$ cat src/rtl/pc_ctrl_pkg.sv
// Shared types and constants for the next-PC controller: FSM states, PC source
// selects, the exception vector and the redirect record with its priority merge.
package pc_ctrl_pkg;

    typedef enum logic [1:0] {
        ST_BOOT  = 2'b00,
        ST_FETCH = 2'b01,
        ST_HOLD  = 2'b10,
        ST_EXC   = 2'b11
    } state_t;

    // Encodings are ordered by redirect priority, so a larger value wins.
    typedef enum logic [1:0] {
        SEL_PC4 = 2'b00,
        SEL_BR  = 2'b01,
        SEL_JMP = 2'b10,
        SEL_EPC = 2'b11
    } pc_sel_t;

    localparam logic [31:0] EXC_VECTOR = 32'hBFC0_0380;

    typedef struct packed {
        logic    valid;
        pc_sel_t sel;
    } redir_t;

    localparam redir_t REDIR_NONE = '{valid: 1'b0, sel: SEL_PC4};

    // Keeps the higher-priority redirect; on a tie the second operand wins.
    function automatic redir_t redir_max(input redir_t a, input redir_t b);
        if (!a.valid) return b;
        if (!b.valid) return a;
        return (b.sel >= a.sel) ? b : a;
    endfunction

endpackage

$ cat src/rtl/redir_prio.sv
// Merges the pending redirect with the live ID-stage redirect inputs into a
// single {valid, sel}; live inputs only count when live_en is set.
module redir_prio
    import pc_ctrl_pkg::*;
(
    input  redir_t pend,
    input  logic   live_en,
    input  logic   eret,
    input  logic   jump,
    input  logic   branch_taken,
    output redir_t merged
);

    redir_t live;

    // NOTE: every variable written in always_comb gets a default first so no latch is inferred.
    always_comb begin
        live = REDIR_NONE;
        if (live_en) begin
            if (eret) begin
                live = '{valid: 1'b1, sel: SEL_EPC};
            end else if (jump) begin
                live = '{valid: 1'b1, sel: SEL_JMP};
            end else if (branch_taken) begin
                live = '{valid: 1'b1, sel: SEL_BR};
            end
        end
    end

    assign merged = redir_max(pend, live);

endmodule

$ cat src/rtl/next_pc_ctrl.sv
// Next-PC controller: sequences instruction fetch, holds the PC under stall,
// remembers the strongest pending redirect and takes exceptions.
module next_pc_ctrl
    import pc_ctrl_pkg::*;
#(
    parameter int unsigned BOOT_CYCLES = 2
) (
    input  logic       CLK,
    input  logic       reset,
    input  logic       if_ack,
    input  logic       stall,
    input  logic       branch_taken,
    input  logic       jump,
    input  logic       eret,
    input  logic       except_req,
    output logic       if_req,
    output logic       pc_write,
    output logic [1:0] pc_sel,
    output logic       pc_except,
    output logic       flush_if,
    output logic       busy_hold
);

    localparam logic [3:0] BOOT_LAST = 4'(BOOT_CYCLES - 1);

    state_t     state_q, state_d;
    logic [3:0] boot_cnt_q, boot_cnt_d;
    redir_t     pend_q, pend_d;
    redir_t     merged;
    logic       live_en;

    assign live_en = (state_q == ST_FETCH) || (state_q == ST_HOLD);

    redir_prio u_redir_prio (
        .pend         (pend_q),
        .live_en      (live_en),
        .eret         (eret),
        .jump         (jump),
        .branch_taken (branch_taken),
        .merged       (merged)
    );

    // NOTE: state registers use non-blocking assignments so all flops update together at the edge.
    always_ff @(posedge CLK or negedge reset) begin
        if (!reset) begin
            state_q    <= ST_BOOT;
            boot_cnt_q <= '0;
            pend_q     <= REDIR_NONE;
        end else begin
            state_q    <= state_d;
            boot_cnt_q <= boot_cnt_d;
            pend_q     <= pend_d;
        end
    end

    always_comb begin
        state_d    = state_q;
        boot_cnt_d = boot_cnt_q;
        pend_d     = pend_q;
        if_req     = 1'b0;
        pc_write   = 1'b0;
        pc_sel     = SEL_PC4;
        pc_except  = 1'b0;
        flush_if   = 1'b0;

        unique case (state_q)
            ST_BOOT: begin
                if (boot_cnt_q == BOOT_LAST) begin
                    boot_cnt_d = '0;
                    state_d    = ST_FETCH;
                end else begin
                    boot_cnt_d = boot_cnt_q + 4'd1;
                end
            end

            ST_FETCH, ST_HOLD: begin
                if_req = (state_q == ST_FETCH);
                if (except_req) begin
                    // The exception wins over any write and drops the redirect.
                    pend_d  = REDIR_NONE;
                    state_d = ST_EXC;
                end else if (!stall && (if_ack || state_q == ST_HOLD)) begin
                    pc_write = 1'b1;
                    pc_sel   = merged.valid ? merged.sel : SEL_PC4;
                    flush_if = merged.valid && (merged.sel == SEL_EPC);
                    pend_d   = REDIR_NONE;
                    state_d  = ST_FETCH;
                end else begin
                    pend_d = merged;
                    if (if_ack) state_d = ST_HOLD;
                end
            end

            ST_EXC: begin
                pc_write  = 1'b1;
                pc_except = 1'b1;
                flush_if  = 1'b1;
                state_d   = ST_FETCH;
            end

            default: state_d = ST_BOOT;
        endcase
    end

    // The entry being consumed by this cycle's write no longer counts as pending.
    assign busy_hold = pend_q.valid && !pc_write;

endmodule

$ cat config.mk
export PLATFORM = sky130hd
export DESIGN_NAME = next_pc_ctrl
export DESIGN_NICKNAME = d
export VERILOG_FILES = /design/src/rtl/pc_ctrl_pkg.sv /design/src/rtl/redir_prio.sv /design/src/rtl/next_pc_ctrl.sv
export SDC_FILE = /design/constraint.sdc
export NUM_CORES = 1
export LEC_CHECK = 0
export CAP_MARGIN = 20
export CORE_MARGIN = 10
export CORE_UTILIZATION = 48
export CTS_CLUSTER_DIAMETER = 100
export DETAILED_ROUTE_END_ITERATION = 8
export GPL_ROUTABILITY_DRIVEN = 0
export PLACE_DENSITY = 0.88
export SETUP_SLACK_MARGIN = 0.4
export SYNTH_ARGS = -nofsm -noshare
export SYNTH_HDL_FRONTEND = slang
export SYNTH_SLANG_ARGS = --single-unit
export TNS_END_PERCENT = 30
$ cat constraint.sdc
create_clock -name CLK -period 3 [get_ports CLK]
set_input_delay 0.45 -clock CLK [delete_from_list [all_inputs] [get_ports CLK]]
set_output_delay 0.45 -clock CLK [all_outputs]
set_load 0.01 [all_outputs]
# ---- Word level (Yosys, flattened, before mapping)
# Cells that the tools add are included.
# Widths: inputs -> output; s select.
dict set report classes {
  addsub 1
  mul 0
  div 0
  order_cmp 1
  eq_ne 7
  n_shift 0
  n_mux 31
  n_bitwise 0
  reduce_logical 10
}
# cell count
set ops {}
lappend ops {{$mux 3} 11}
lappend ops {{$mux 2} 8}
lappend ops {{$mux 1} 8}
lappend ops {{$eq 2x2->1 const B} 3}
lappend ops {{$pmux 2 s3} 1}
lappend ops {{$add 4x1->4 const B} 1}
lappend ops {{$eq 4x1->1 const B} 1}
lappend ops {{$mux 4} 1}
lappend ops {{$ne 4x4->1 const B} 1}
lappend ops {{$pmux 1 s2} 2}
lappend ops {{$logic_and 1x1->1} 3}
lappend ops {{$eq 2x1->1 const B} 1}
lappend ops {{$ge 2x2->1} 1}
lappend ops {{$logic_not 1->1} 2}
lappend ops {{$logic_not 2->1} 1}
lappend ops {{$logic_or 1x1->1} 2}
lappend ops {{$ne 2x2->1 const B} 1}
lappend ops {{$reduce_and 2->1} 1}
lappend ops {{$reduce_or 2->1} 1}
dict set report word_totals {
  reg_bits 9
  latchBits 0
  ramBits 0
  mem_bits_ro 0
  output_inout_bits 7
  word_cells 54
  n_memories 0
}

# ---- Longest topological paths before layout
dict set report depth {
  word_depth 13
  depth_mapped 10
}

# ---- Modules after synthesis
# Synthesis repeated with hierarchy kept, for this count alone.
dict set report unflattened {
  hier_cells 74
  area_unflattened_um2 703.2
}
# module n_inst cells_each area_per_inst_um2 seq_area_each_um2
set modules_own_cells {}
lappend modules_own_cells {next_pc_ctrl 1 53 551.8 225.2}
lappend modules_own_cells {redir_prio 1 21 151.4 0.0}

# ---- Worst setup path after synthesis
# Ideal clock, no wire load.
dict set report synth_path {
  kind {reg2out}
  start {register state_q[0]}
  end {output flush_if}
  t_arrival_ps 2001
  path_slack_ps 549
  path_stages_with_launch 10
  n_path_buf 0
  path_cell_list {dfrtp_1 > inv_1 > ha_1 > o21ai_1 > ha_1 > nor2b_1 > o21ai_1 > nor3b_1 > a21oi_1 > o32ai_2}
}
dict set report synth_via {
  elab_chain_cells 12
}
# item line
set synth_rtl {}
lappend synth_rtl {{from (decl)} next_pc_ctrl.sv:26} ;# state_t state_q, state_d;
lappend synth_rtl {{from (signal assigned)} next_pc_ctrl.sv:50} ;# state_q <= state_d;
lappend synth_rtl {{$eq 2x1->1 or $eq 2x2->1 (tied branches)} next_pc_ctrl.sv:32} ;# assign live_en = (state_q == ST_FETCH) || (state_q == ST_HOLD);
lappend synth_rtl {{$logic_or 1x1->1 *} next_pc_ctrl.sv:32}
lappend synth_rtl {{net live_en} next_pc_ctrl.sv:30} ;# logic live_en;
lappend synth_rtl {{$mux 3 *} redir_prio.sv:19} ;# if (live_en) begin
lappend synth_rtl {{$ge 2x2->1 (tied with other cells)} pc_ctrl_pkg.sv:33} ;# return (b.sel >= a.sel) ? b : a;
lappend synth_rtl {{$mux 3 (tied with other cells)} pc_ctrl_pkg.sv:33}
lappend synth_rtl {{$mux 3} pc_ctrl_pkg.sv:33}
lappend synth_rtl {{$mux 3 *} pc_ctrl_pkg.sv:32} ;# if (!b.valid) return a;
lappend synth_rtl {{$eq 2x2->1} next_pc_ctrl.sv:85} ;# flush_if = merged.valid && (merged.sel == SEL_EPC);
lappend synth_rtl {{$logic_and 1x1->1 *} next_pc_ctrl.sv:85}
lappend synth_rtl {{$mux 1 *} next_pc_ctrl.sv:82} ;# end else if (!stall && (if_ack || state_q == ST_HOLD)) begin
lappend synth_rtl {{$mux 1 *} next_pc_ctrl.sv:78} ;# if (except_req) begin
lappend synth_rtl {{$pmux 1 s2 *} next_pc_ctrl.sv:66} ;# unique case (state_q)
lappend synth_rtl {{to (decl)} next_pc_ctrl.sv:20} ;# output logic flush_if,
# Mark *: on every way through the listed nets, which the timed path passes. The rest lies on a longest branch. The select of a mux whose other input is x is not followed.

# ---- Worst setup path in the final report
dict set report layout_path {
  start {register state_q[0]}
  end {output busy_hold}
}
dict set report layout_via {
  elab_chain_cells 8
}
# item line
set layout_rtl {}
lappend layout_rtl {{$eq 2x2->1} {next_pc_ctrl.sv:66, next_pc_ctrl.sv:82}}
lappend layout_rtl {{$logic_or 1x1->1} next_pc_ctrl.sv:82}
lappend layout_rtl {{$logic_and 1x1->1} next_pc_ctrl.sv:82}
lappend layout_rtl {{$mux 1} next_pc_ctrl.sv:82}
lappend layout_rtl {{$mux 1} next_pc_ctrl.sv:78}
lappend layout_rtl {{$pmux 1 s2 *} next_pc_ctrl.sv:66}
lappend layout_rtl {{$logic_not 1->1 *} next_pc_ctrl.sv:106} ;# assign busy_hold = pend_q.valid && !pc_write;
lappend layout_rtl {{$logic_and 1x1->1 *} next_pc_ctrl.sv:106}
lappend layout_rtl {{to (decl)} next_pc_ctrl.sv:21} ;# output logic busy_hold
# Every way passes the cells marked *; elsewhere a longest branch is shown, timed or not.

==> metrics.yaml <==
routing:
  dr.max_layer_used: "met4"
  vias: 724
  drcViolationCount: 0
  via_per_inst: 5.89
  route.met2.wl_um: 1050
  wl_met1_um: 904
  wl_met3_um: 215
  firstDrtPassIters: 4
  wl_per_cell_um: 18.4
  wl_um: 2270
  drtIter0Drc: 16
  detail-route-antenna-nets: 0
sta:
  fmax_ghz: 0.358
  timing.final.crit_share_pct: 93.1
  fin_crit_ns: 2.79
  finalSetupTns_ns: 0
  hold_violations: 0
  slew_headroom_pct: 68.7
  rsz0062_at_grt: "yes"
  setup_viol: 0
  drv_slew: 0
  fin_skew_ns: 0.00582
  worstMarginPinSlew_ns: 0.465
floorplan:
  die_x_um: 57.4
  core_area_um2: 1320
  dieArea_um2: 3290
  rows: 13
  initial_utilization_pct: 50.9
  ios: 15
  die_h_um: 57.4
layout:
  area_growth_pct: 55.2
  nNetsFinal: 125
  fill_cells: 68
  finalNonFillerCells: 123
  final_cell_area_um2: 1040
  drive_gt1_share_pct: 38.0
  diodes: 0
global_route:
  antenna_found_initial: 0
  grt_pass1_vias: 745
  gr-total-overflow: 0
  grt_pass1_wl_um: 3300
  track_usage_pct: 12.2
  grt_max_degree: 10
synthesis:
  syn-num-nets: 90
  ys_seq_elements: 9
  ys_seq_area_share_pct: 33.6
  synth_edf_count: 0
  async_flop_share_pct: 100
  netlist_top_cells_area: "dfrtp_1 (34%), ha_1 (15%), nor2_1 (5.0%)"
  netlist_area_um2: 671
  synth_ff_type: "dfrtp_1"
  yosysTopAreaCellShare_pct: 33.6
  synth_top_cell_by_area: "dfrtp_1"
  syn_avg_cell_area_um2: 9.06
  ys.warnings.count: 0
  synth_cell_types: 29
  synth_cells: 74
cts:
  cts.sinks: 9
  clk_path_buf_depth: 2
  cts_root_buf: "clkbuf_4"
  path_clk_slew_ns: 0.06
  insertion_delay_ns: 0.26
  h-tree-depth: 1
  cts_tree: "yes"
  cts_made_buffers: 3
critical_path:
  critPathArrivalTime_ns: 2.34
  reg2reg_depth: 10
  r2r_end: "pend_q[0]"
  r2r_setup_slack_ns: 1.01
  worst_ep_required_time_ns: 2.55
  crit_type: "flip-flop to output pin"
  crit_path_end_kind: "output pin"
  start_kind: "flip-flop"
  worstReg2RegStart: "state_q[0]"
  path_max_fanout: 4
power:
  peakVddDrop_uv: 768
  leakage_nw: 0.495
  powerDensity_nw_per_um2: 1100
min_path:
  hp-class: "input port to asynchronous set/reset pin"
placement:
  dpl_cell_area_um2: 920
  placed_cells: 115
  portBuffers: 14
  dp_hpwl_um: 1450
run:
  max_cap_violations: 0
run_status:
  status: "finished clean"
==> state kept, by name (all words and copies together) (netlist names) <==
signal,cells
pend_q,3
state_q,2
boot_cnt_q,4
==> worst max path at each step <==
stage / from / end / slack (ns) / cells after the start
after floorplan: state_q[0] / flush_if / 0.55 / 9
final: state_q[0] / busy_hold / 0.21 / 9
after CTS: jump / pc_sel[0] / 0.16 / 11
after global placement: branch_taken / flush_if / -0.11 / 10
after detailed placement: eret / flush_if / -0.27 / 8
after global routing: state_q[0] / busy_hold / 0.1 / 9
==> worst max-delay path, cell delays in order (launching register included) <==
cell	delay [ns]
dfrtp_1	0.38
inv_2	0.06
buf_4	0.14
ha_1	0.21
nor2_1	0.16
nor2_1	0.09
nand2_1	0.16
a21oi_2	0.10
nor2_1	0.17
clkdlybuf4s50_1	0.61
==> final cells by class <==
| type | count | area [um^2] | area share, % |
|---|---|---|---|
| multi-input cells | 56 | 480 | 46.2 |
| repair buffers | 30 | 256 | 24.6 |
| flip-flops and latches | 9 | 225 | 21.6 |
| inverters | 9 | 33.8 | 3.25 |
| clock buffers | 4 | 26.3 | 2.52 |
| well taps | 15 | 18.8 | 1.80 |
==> per-stage QoR <==
step / setup slack (ns) / utilization [%] / hold slack, ns / power [W]
2_1_floorplan: 0.549 / - / 0.154 / 0.000542
3_3_place_gp: -0.109 / 69.8 / 0.509 / 0.000829
3_5_place_dp: -0.269 / 69.8 / 0.532 / 0.000859
4_1_cts: 0.158 / 73.3 / 0.483 / 0.000991
5_1_grt: 0.0997 / 79.0 / 0.517 / 0.00121
6_report: 0.208 / 79.0 / 0.474 / 0.00114
==> synth_stat cells, types with 2 or more instances <==
cell,count
nor2b_1,3
nand2_1,5
a21oi_1,4
ha_1,8
inv_2,2
inv_1,7
nor2_1,9
dfrtp_1,9
o21ai_1,3
o21ai_0,3
o22ai_1,2
xnor2_1,2
==> power by group <==
group / switching [W] / total (W) / internal [W] / leakage [nW]
clock network: 0.0000424 / 0.0000937 / 0.0000513 / 0.0150
registers: 0.0000428 / 0.000200 / 0.000157 / 0.114
logic: 0.000422 / 0.000851 / 0.000430 / 0.366
==> repair_timing <==
action	CTS	global route
setup endpoints to repair	5	5
hold buffers	0	0
buffers inserted	0	4
pin swaps	0	4
gates resized for setup	13	14
==> routing by layer <==
metal / vias to the layer above / GRT usage [%]
met5: - / 0
met4: 0 / 9.73
met3: 10 / 2.88
met2: 41 / 19.3
met1: 348 / 13.5
li1: 325 / -
==> layout by cell type (no fill, tap or decap), types with 2 or more instances in the layout <==
cell | synthesis | routed
o22ai_1 | 2 | 2
inv_1 | 7 | 6
nor2_1 | 9 | 8
inv_2 | 2 | 3
ha_4 | 0 | 2
nand2_1 | 5 | 5
a21oi_2 | 0 | 2
xnor2_1 | 2 | 2
dfrtp_1 | 9 | 9
o21ai_2 | 0 | 2
dlymetal6s2s_1 | 0 | 3
o21ai_0 | 3 | 2
clkdlybuf4s50_1 | 0 | 8
ha_1 | 8 | 6
buf_4 | 0 | 16
a21oi_1 | 4 | 2
clkbuf_4 | 0 | 3
==> cell families (layout without fill, tap and decap cells) <==
family,Yosys count,count (layout),share of synthesized area [%]
AOI/OAI and AO/OA,22,22,26.3
xor gates and xnor gates,3,3,3.92
DFF,9,9,33.6
and+or+nand+nor,23,23,16.2
buffers and inverters,9,43,5.04
adders and majority gates,8,8,14.9
Power figures use the tool's default switching activity.
